`src/rtl/riv_cdc_hs_pkg.sv`:
```
// Shared types and constants for the toggle req/ack CDC handshake endpoints.
package riv_cdc_hs_pkg;

  typedef enum logic {HS_IDLE = 1'b0, HS_FULL = 1'b1} hs_rx_state_t;

  localparam int SYNC_STAGES = 2;

endpackage

```
`src/rtl/riv_synchronizer_2ff.sv`:
```
// Single-bit multi-flop synchronizer with async active-low reset to 0.
module riv_synchronizer_2ff #(
  parameter int STAGES = 2
) (
  input  logic src_in,
  input  logic dst_clk,
  input  logic dst_rst_n,
  output logic dst_out
);

  logic [STAGES-1:0] sync_q;

  always_ff @(posedge dst_clk or negedge dst_rst_n) begin
    if (!dst_rst_n) sync_q <= '0;
    else            sync_q <= {sync_q[STAGES-2:0], src_in};
  end

  assign dst_out = sync_q[STAGES-1];

endmodule

```
`src/rtl/riv_cdc_handshake_rx.sv`:
```
// Destination endpoint of a toggle req/ack CDC handshake: captures one word
// per round trip and acks only once it has been consumed downstream.
module riv_cdc_handshake_rx
  import riv_cdc_hs_pkg::*;
#(
  parameter int DATA_W = 32,
  parameter int CNT_W  = 16
) (
  input  logic              dst_clk,
  input  logic              dst_rst_n,
  input  logic              src_req_tgl,
  input  logic [DATA_W-1:0] src_data,
  output logic              dst_ack_tgl,
  output logic              dst_valid,
  input  logic              dst_ready,
  output logic [DATA_W-1:0] dst_data,
  output logic [CNT_W-1:0]  dst_xfer_cnt,
  output logic              dst_proto_err
);

  hs_rx_state_t state;
  logic         req_sync;
  logic         req_seen;
  logic         new_req;

  riv_synchronizer_2ff #(.STAGES(SYNC_STAGES)) u_req_sync (
    .src_in    (src_req_tgl),
    .dst_clk   (dst_clk),
    .dst_rst_n (dst_rst_n),
    .dst_out   (req_sync)
  );

  assign new_req   = req_sync ^ req_seen;
  assign dst_valid = (state == HS_FULL);

  // src_data is sampled unsynchronized: by the capture edge it has been
  // stable for at least two dst_clk edges and stays so until ack returns.
  always_ff @(posedge dst_clk or negedge dst_rst_n) begin
    if (!dst_rst_n) begin
      state         <= HS_IDLE;
      req_seen      <= 1'b0;
      dst_data      <= '0;
      dst_ack_tgl   <= 1'b0;
      dst_xfer_cnt  <= '0;
      dst_proto_err <= 1'b0;
    end else begin
      case (state)
        HS_IDLE: begin
          if (new_req) begin
            dst_data <= src_data;
            req_seen <= req_sync;
            state    <= HS_FULL;
          end
        end
        HS_FULL: begin
          // Source toggled again before seeing ack: flag only, not captured.
          if (new_req) dst_proto_err <= 1'b1;
          if (dst_ready) begin
            dst_ack_tgl  <= ~dst_ack_tgl;
            dst_xfer_cnt <= dst_xfer_cnt + 1'b1;
            state        <= HS_IDLE;
          end
        end
        default: state <= HS_IDLE;
      endcase
    end
  end

endmodule

```
`config.mk`:
```
export PLATFORM = sky130hd
export DESIGN_NAME = riv_cdc_handshake_rx
export DESIGN_NICKNAME = d
export VERILOG_FILES = /design/src/rtl/riv_cdc_hs_pkg.sv /design/src/rtl/riv_synchronizer_2ff.sv /design/src/rtl/riv_cdc_handshake_rx.sv
export SDC_FILE = /design/constraint.sdc
export NUM_CORES = 1
export LEC_CHECK = 0
export CAP_MARGIN = 20
export CORE_ASPECT_RATIO = 1.25
export CORE_MARGIN = 4
export CORE_UTILIZATION = 38
export DETAILED_ROUTE_END_ITERATION = 6
export PLACE_DENSITY_LB_ADDON = 0.15
export SYNTH_ARGS = -nofsm -noshare
export SYNTH_HDL_FRONTEND = slang
export SYNTH_SLANG_ARGS = --single-unit
export TNS_END_PERCENT = 20
```
`constraint.sdc`:
```
create_clock -name dst_clk -period 1.7 [get_ports dst_clk]
set_input_delay 0.17 -clock dst_clk [delete_from_list [all_inputs] [get_ports dst_clk]]
set_output_delay 0.17 -clock dst_clk [all_outputs]
set_load 0.02 [all_outputs]
```
# Yosys cells after proc, flatten, opt, wreduce, memory -nomap -nowiden
# Cells that the tools add are included.
dict set report totals {
  register_bits 54
  out_inout_bits 51
  elab_cells 17
}
dict set report classes {
  add_sub_neg 1
  muxes 3
  bitwise_logic 3
  n_reduce_logical 3
}
# op n
set op_table {}
lappend op_table {{adder 16 x 1 -> 16 bit, second input constant} 1}
lappend op_table {{AND reduction 2 bit} 3}
lappend op_table {{2-to-1 mux 1 bit} 2}
lappend op_table {{inverter 1 bit} 2}
lappend op_table {{one-hot mux 1 bit (2 select lines)} 1}
lappend op_table {{XOR 1 bit} 1}

# Logic depth before layout (Yosys ltp)
# Gate-level depths: netlist of the first run.
dict set report depth {
  word_depth 3
  ltp_mapped 5
  ltp_nobuf 5
}

# Hierarchy
# From an unflattened synthesis of the first run, not the netlist that was laid out.
dict set report hier_totals {
  hier_cells 136
  area_unflattened_um2 2229.6
}
# module instances cells_per_inst area_per_inst_um2 seq_area_each_um2
set modules_own_cells {}
lappend modules_own_cells {riv_cdc_handshake_rx 1 134 2179.6 1301.2}
lappend modules_own_cells {riv_synchronizer_2ff 1 2 50.0 50.0}

# Worst setup path before layout of the first run
# No wires, ideal clock.
dict set report synth_path {
  kind {reg2reg}
  startpoint {reg state (netlist: dst_valid)}
  endpoint {reg dst_xfer_cnt[15]}
  setup_ns 0.128
  arrival_time_ns 1.321
  required_ns 1.572
  path_slack_ns 0.250
  path_stages_with_launch 6
  path_buffers 1
  path_cell_list {dfrtp_1 -> clkbuf_2 -> and4_1 -> and2_1 -> nand4_1 -> xnor2_1}
}
dict set report synth_between {
  elab_chain_len 1
}
# item line_no
set synth_lines {}
lappend synth_lines {{start: declaration} riv_cdc_handshake_rx.sv:21} ;# hs_rx_state_t state;
lappend synth_lines {{start signal: assignment} riv_cdc_handshake_rx.sv:40} ;# state <= HS_IDLE;
lappend synth_lines {{start signal: assignment} riv_cdc_handshake_rx.sv:52} ;# state <= HS_FULL;
lappend synth_lines {{start signal: assignment} riv_cdc_handshake_rx.sv:61} ;# state <= HS_IDLE;
lappend synth_lines {{AND reduction 2 bit (no line)} -}
lappend synth_lines {{end signal: assignment} riv_cdc_handshake_rx.sv:60} ;# dst_xfer_cnt <= dst_xfer_cnt + 1'b1;
lappend synth_lines {{end: declaration} riv_cdc_handshake_rx.sv:17} ;# output logic [CNT_W-1:0] dst_xfer_cnt,
# Every way passes these cells.
# A chain may end at the register's enable or synchronous reset.

# Worst setup path after layout of the first run
dict set report layout_path {
  startpoint {reg state (netlist: dst_valid)}
  endpoint {out dst_valid}
}
# item line_no
set layout_lines {}
lappend layout_lines {{end: declaration} riv_cdc_handshake_rx.sv:14} ;# output logic dst_valid,
# No word-level cell between the ends.

==> results of run 1 <==
[flip-flops by register name (all words and copies together), names as in the netlist]
name,flops
dst_ack_tgl,1
dst_data,32
dst_proto_err,1
dst_valid,1
dst_xfer_cnt,16
req_seen,1
u_req_sync.sync_q,2
[per-stage QoR]
| step | worst slack, ns | utilization | hold slack (ns) |
|---|---|---|---|
| after floorplan | 0.250 | - | -0.126 |
| after global placement | 0.144 | 0.546 | 0.168 |
| after detailed placement | 0.119 | 0.546 | 0.175 |
| after CTS | 0.101 | 0.567 | 0.295 |
| after global routing | 0.0371 | 0.567 | 0.292 |
| final | 0.115 | 0.567 | 0.307 |
[power by group]
group	switching (mW)	internal [mW]	total (mW)
registers	0.348	1.80	2.15
logic	1.26	1.81	3.07
clock network	0.417	0.440	0.857
[repair_timing]
action	CTS	global route
hold endpoints to repair	20	0
resized for setup	1	0
hold buffers	1	0
endpoints found under the setup margin	1	0
[synthesized netlist by cell type (all sizes together)]
master  count  area, µm²
and2        1       6.26
o21a        1       7.51
dfrtp      54       1350
and3        1       6.26
buf         4       71.3
xor2        7       61.3
nor3        3       15.0
mux2       34        495
clkbuf      1       5.00
nor2b       1       13.8
a21o        1       8.76
xnor2      10       87.6
nand4       4       25.0
nand3       4       20.0
and4        2       17.5
nor2        4       15.0
nand2       9       33.8
ha          1       12.5
[cell families (layout without fill, tap and decap cells)]
logic type                 count (synthesis)  count (layout)  synth area share
buffers and inverters                      5              99            0.0339
adders and majority gates                  1               1           0.00555
AOI/OAI and AO/OA                          2               2           0.00722
muxes                                     34              34             0.220
and+or+nand+nor                           29              29            0.0677
DFF                                       54              54             0.600
xor gates and xnor gates                  17              17            0.0661
[cell type report]
| cell class | instances | area, µm² |
|---|---|---|
| Tap cell | 66 | 82.6 |
| Clock buffer | 6 | 72.6 |
| Clock inverter | 2 | 37.5 |
| Timing Repair Buffer | 91 | 908 |
| Fill cell | 475 | 2500 |
| Sequential cell | 54 | 1350 |
| Multi-Input combinational cell | 83 | 826 |
[how the worst max path moves through the flow]
| stage | from | endpoint | slack, ns |
|---|---|---|---|
| final | dst_valid | dst_valid | 0.11 |
| after global routing | dst_valid | dst_valid | 0.04 |
| after CTS | dst_valid | dst_valid | 0.10 |
| after detailed placement | req_seen | dst_data[17] | 0.12 |
| after global placement | req_seen | dst_data[17] | 0.14 |
| after floorplan | dst_valid | dst_xfer_cnt[15] | 0.25 |
[layer usage]
metal	wire length (µm)	vias up	global-route usage
met1	2050	669	0.172
met2	2200	42	0.209
met3	262	4	0.0374
met4	41	0	0.0363
met5	0	-	0
li1	-	669	-
==> metrics list, run 1 <==
* DRC violation count after routing: 0
* Result of the run: completed
- Entering global routing, the biggest net connects 24 pins.
- Post-synthesis instance area: 2250 µm²
- Unrepaired setup endpoints after global routing: false
- In this run the horizontal extent of the chip is a little under 80 µm.
* Clk root buf: sky130_fd_sc_hd__clkbuf_8
* Wire length of the first global-routing pass: 7.45 mm
- Worst Min Path Start: src_req_tgl
- Placement row count: 31
- Counting instances, the worst hold path has a depth of 1.
* Top Family by Delay on Critical Path: buffers and inverters
- Worst-case hold path end point: u_req_sync.sync_q[0]
- The worst-case IR drop observed on VDD is 1.09 mV.
- Clock-pin slew was measured on the worst setup and hold paths at 0.09 ns.
- Wires add up to 4.55 mm.
* Power density relative to cell area: roughly 1900 nW/µm²
- Data on the critical path arrives at its endpoint at 1.42 ns.
- Core footprint: 5780 µm²
- Once placement finished, the instance area stood at 3160 µm².
- Endpoint required time on the critical path: 1.53 ns
- Based on the critical path, the design can be clocked at up to 631 MHz.
- Class of the tightest hold or removal check: in -> reg
- Slowest CP cell: sky130_fd_sc_hd__clkdlybuf4s50_1
- Critical Path Sink Type: primary output
- The worst register-to-register path ends at dst_data[17].
- In this run, the number of DRC markers left after iteration 0 of detailed routing was 36.
* RR Startpoint: req_seen
* Overall via count from detail_route: 1384
* I/O pin total: 87
* Leakage power summed over all cells: ~1.4 nW
- Worst path buffer plus inverter count: 1
- Critical path, cell by cell: clkdlybuf4s50_1
- Final ANT Viol Nets: 0
* Measured slew at the worst slew-check pin: 0.502 ns
- Sum Neg Setup Slack: 0 ns
- Worst Setup Start Kind: flip-flop
- Number of storage elements in the synthesis netlist: 54
- Number of warning messages in the yosys log: 0
* Number of distinct library cells after synthesis: 20
- Count of maximum capacitance violations: 0
- Net count of the mapped netlist: 179
- Area Overhead vs Synth: 45.5%
* Number of pins with negative max-slew slack in the final report: 0
- Initial antenna violation count: 0
- The top cell types in the final layout, fill and taps aside, are sky130_fd_sc_hd__clkdlybuf4s50_1 (85), sky130_fd_sc_hd__dfrtp_1 (53), sky130_fd_sc_hd__mux2_4 (30), sky130_fd_sc_hd__xnor2_1 (10), sky130_fd_sc_hd__nand2_1 (9).
- Slowest cell delay on critical path: 0.64 ns
* Number of hold violations in the final report: 0
- Seq/Total Area, Yosys: 0.600
- After clock tree synthesis, the setup repair step added 0 buffers.
* Via count of the first global-routing pass: around 1400
- Non-filler instance count after layout: 302
* Mean Syn Cell Area: between 15 and 20 µm²
- Layout cells sized above 1: 0.208
- Crit Path Class: reg -> out
- Die Ht: 94.1 µm
* Clk_lat worst skew: 0.30 ns
* DRT Pass-1 Iters: 3
* Half-perimeter wire length after placement: 3.32 mm
* Share of the cycle needed by the critical path after routing: 0.933
* Placer's final routability congestion estimate: 0.708
- Number of stages on the worst setup path: 1
* Largest fanout on the critical path: 9
- Number of antenna repair diodes: 0
* Port-buffer cells: 86
* Maximum root-to-sink buffer count: 2
* Number of clock sinks: between 50 and 60
* Internal reg-to-reg setup slack: between 0.1 and 0.15 ns
- The worst pin sits at a relative slew slack of 0.666.
- Measured in cells, the most critical reg-to-reg path has a length of 4.
* Post-Synthesis Cells: 142
- TritonCTS built the clock tree.
- H-tree depth reported by CTS: 2
- In the routed layout, each cell is associated on average with a via count of 4.58.
- Total routing usage reported by global routing: 0.130
- Average wire per cell in the routed design: 15.1 µm
* Total die area: between 7000 and 8000 µm²
- Power comes to 6.08 mW.
- The initial utilization of the core area, before any placement, comes to 0.390.
- The clock arrives with 0.00793 ns of skew.
- Summing all non-filler instances in the final layout gives an area of between 3000 and 4000 µm².
* Final setup vio count: 0
- Total instance count after detailed placement: 293
- Counting I/O delays and the setup requirement, the final critical path takes between 1.5 and 2 ns.
- Most common cell after layout, fill and taps aside: sky130_fd_sc_hd__clkdlybuf4s50_1
- Count of nets after finishing: ~270
- Total gr overflow: 0
- The number of clock buffers added by TritonCTS is 5.
No activity file was read; power rests on OpenSTA's default activity.
==> run 2, diff against run 1 <==
Clock period 1.7 ns to 2 ns, I/O delays scaled along.
==> run 2 against run 1 <==
  * Core utilization rose by 0.41 points
  * Sequential share of layout area fell by 0.33 points
  * Sequential power fell by 15%
  * Clock power rose by 2.7%
  * Critical path type unchanged
  * Power fell by 13%
  * Routed wire length fell by 1.1%
  * Highest routed layer unchanged
  * First-iteration DRC count rose by 19%
  * Clock skew fell by 0.00083 ns
  * Count of clock-buffer cells in the layout did not move
==> metrics list, run 2 (same netlist as run 1, synthesis figures left out) <==
- H-tree depth reported by CTS: 2 (unchanged)
- The areal power density over the cells came to 1610 nW/µm² (was 1850 nW/µm²).
* Critical path, cell by cell: clkdlybuf4s50_1 (unchanged)
- The static leakage power was 1.45 nW (was 1.43 nW).
- The half-perimeter wire length of the detailed placement result was 3.30 mm (was 3.32 mm).
- The combinational fraction of design power came to 0.492 (was 0.506).
* Maximum root-to-sink buffer count: 2 (unchanged)
- Average wire per cell in the routed design: 14.9 µm (was 15.1 µm)
- The critical path required time is 1.80 ns (was 1.53 ns).
- The worst-case vdd ir drop came to 0.778 mV (was 1.09 mV).
* Final Skew: 0.00710 ns (was 0.00793 ns)
- The net count reported at finish came to 271 (was 272).
- The global-route usage over all layers is 0.133 (was 0.130).
- Wire length of the first global-routing pass: 7.51 mm (was 7.45 mm)
- Top Family by Delay on Critical Path: buffers and inverters (unchanged)
- The die area is 7230 µm² (unchanged).
* Pin count of the biggest net entering global routing: 33 (was 24)
- The internal portion of total power is 3.58 mW (was 4.05 mW).
- The buffering stage count on the worst path with inverters included is 1 (unchanged).
- Critical Path Sink Type: primary output (unchanged)
- Overall via count from detail_route: 1411 (was 1384)
* Count of maximum capacitance violations: 0 (unchanged)
* R2R cell count: 4 (unchanged)
- The nature of the critical path startpoint is a flip-flop (unchanged).
* Number of stages on the worst setup path: 1 (unchanged)
- Clk slew on worst S/H paths: 0.09 ns (about the same)
* Most common cell after layout, fill and taps aside: sky130_fd_sc_hd__clkdlybuf4s50_1 (unchanged)
- The worst setup slack before clock tree synthesis was 0.400 ns (was 0.119 ns).
* Layout cells sized above 1: 0.204 (was 0.208)
- Net switching power: 1.72 mW (was 2.03 mW)
- Initial antenna violation count: 0 (unchanged)
* Final ANT Viol Nets: 0 (unchanged)
- Starting density of the core: 0.390 (unchanged)
- The critical setup path kind is reg -> out (unchanged).
- Registers with the most flip-flops: dst_data x32, dst_xfer_cnt x16, u_req_sync.sync_q x2 (unchanged)
- The number of flip-flops under the largest register name is 32 (unchanged).
- Unrepaired setup endpoints after global routing: false (unchanged).
* Total power: 5.31 mW (was 6.08 mW)
- The die outline height is 94.1 µm (unchanged).
* Minimum clock period after layout: 1.73 ns
* DRC violation count after routing: 0 (unchanged)
- Port-buffer cells: 86 (unchanged)
- Floorplan die width: 76.9 µm (unchanged)
- The portion of total power attributed to the clock network is 0.166 (was 0.141).
- Number of pins with negative max-slew slack in the final report: 0 (unchanged)
- Via density per instance: 4.69 (was 4.58)
- The setup slack of the critical path after layout came to 0.274 ns (was 0.115 ns).
- The first-pass iteration count of the detailed router came to 4 (was 3).
* Class of the tightest hold or removal check: in -> reg (unchanged)
- Register bank with the most flops: dst_data (unchanged)
- The clock tree from TritonCTS is built (unchanged).
* Arr. time, crit path: 1.53 ns (was 1.42 ns)
- Placer's final routability congestion estimate: 0.707 (was 0.708)
- Via count of the first global-routing pass: 1490 (was 1437)
- The clock tree root buffer cell is sky130_fd_sc_hd__clkbuf_8 (unchanged).
* Result of the run: completed (unchanged)
* Worst Hold Depth: 1 (unchanged)
* Sequential share of power: 0.343 (was 0.353)
* Worst slew margin relative to its limit: 0.592 (was 0.666)
- Total gr overflow: 0 (unchanged)
- The largest stage delay on the critical path was 0.68 ns (was 0.64 ns).
- The largest fanout of any net on the critical path was 9 (unchanged).
- Final setup vio count: 0 (unchanged)
* Number of buffers inserted during clock tree synthesis: 5 (unchanged)
- The antenna diode instance count was 0 (unchanged).
- Core footprint: 5780 µm² (unchanged)
- The switching part of the total came to 0.325 (was 0.334).
- The iteration-0 DRC count of the detailed router came to 43 (was 36).
* Slowest CP cell: sky130_fd_sc_hd__clkdlybuf4s50_1 (unchanged)
- Clk_lat worst skew: 0.30 ns (about the same)
- The number of buffers added for setup after CTS came to 0 (unchanged).
- The number of cell rows came to 31 (unchanged).
- Share of the cycle needed by the critical path after routing: 0.863
* Area Overhead vs Synth: 46.6% (was 45.5%)
- Number of clock sinks: 54 (unchanged)
- The routed wire length came to 4.50 mm (was 4.55 mm).
- Highest-count cells in the layout ignoring fill and taps: sky130_fd_sc_hd__clkdlybuf4s50_1 (85), sky130_fd_sc_hd__dfrtp_1 (54), sky130_fd_sc_hd__mux2_4 (30), sky130_fd_sc_hd__xnor2_1 (10), sky130_fd_sc_hd__nand2_1 (9) (was sky130_fd_sc_hd__clkdlybuf4s50_1 (85), sky130_fd_sc_hd__dfrtp_1 (53), sky130_fd_sc_hd__mux2_4 (30), sky130_fd_sc_hd__xnor2_1 (10), sky130_fd_sc_hd__nand2_1 (9))
- Number of hold violations in the final report: 0 (unchanged)
* I/O pin total: 87 (unchanged)
- Derived from the worst setup path, the maximum achievable clock frequency is 579 MHz.
- The setup TNS came to 0 ns (unchanged).
* Measured slew at the worst slew-check pin: 0.612 ns (was 0.502 ns)
==> run 2: cell count changes in the layout (fill, tap and decap cells not counted) <==
cell	before	now
sky130_fd_sc_hd__clkinvlp_4	1	0
sky130_fd_sc_hd__dfrtp_2	1	0
sky130_fd_sc_hd__bufinv_16	1	2
sky130_fd_sc_hd__dfrtp_1	53	54
sky130_fd_sc_hd__clkbuf_8	5	6
sky130_fd_sc_hd__buf_4	3	2
sky130_fd_sc_hd__clkbuf_1	1	0
==> run 2: path summary, 6_finish.rpt <==
check                                startpoint                    to  slack, ns
setup reg to reg                       req_seen          dst_data[17]       0.39
hold / removal                      src_req_tgl  u_req_sync.sync_q[0]       0.33
hold reg to reg            u_req_sync.sync_q[0]  u_req_sync.sync_q[1]       0.35
max in group asynchronous             dst_rst_n          dst_data[11]       0.86
setup / recovery                      dst_valid             dst_valid       0.27
min in group asynchronous             dst_rst_n          dst_data[12]       0.43
==> run 2: area by class of cell <==
type / count / area (µm²)
fill: 483 / 2480
sequential: 54 / 1350
timing repair buffer: 90 / 901
multi-input combinational: 83 / 826
clock buffer: 6 / 82.6
tap: 66 / 82.6
clock inverter: 2 / 60.1
==> run 2: per-stage QoR <==
step	hold WS, ns	cells	area, µm²	utilization
after floorplan	-0.0956	142	2250	-
after global placement	0.256	292	3150	0.545
after detailed placement	0.252	292	3150	0.545
after CTS	0.319	301	3300	0.572
after global routing	0.337	301	3300	0.572
final	0.334	301	3300	0.572
==> run 2: per-layer routing <==
layer,GRT usage,part of all wire
met3,0.0451,0.069
met1,0.164,0.42
met2,0.214,0.49
met4,0.0544,0.016
met5,0,0
==> run 2: power by group through the flow <==
| stage | Combinational, mW | Clock, mW | Sequential [mW] |
|---|---|---|---|
| 3_3_place_gp | 2.62 | 0 | 1.84 |
| 3_5_place_dp | 2.64 | 0 | 1.84 |
| 5_1_grt | 2.75 | 0.951 | 1.89 |
| 6_report | 2.61 | 0.880 | 1.82 |
| 4_1_cts | 2.65 | 0.910 | 1.82 |
| 2_1_floorplan | 1.18 | 0 | 2.31 |
==> run 2: what timing repair did <==
| action | in CTS | in global routing |
|---|---|---|
| hold buffers | 1 | 0 |
| gates resized for setup | 0 | 0 |
| hold endpoints to repair | 26 | 0 |
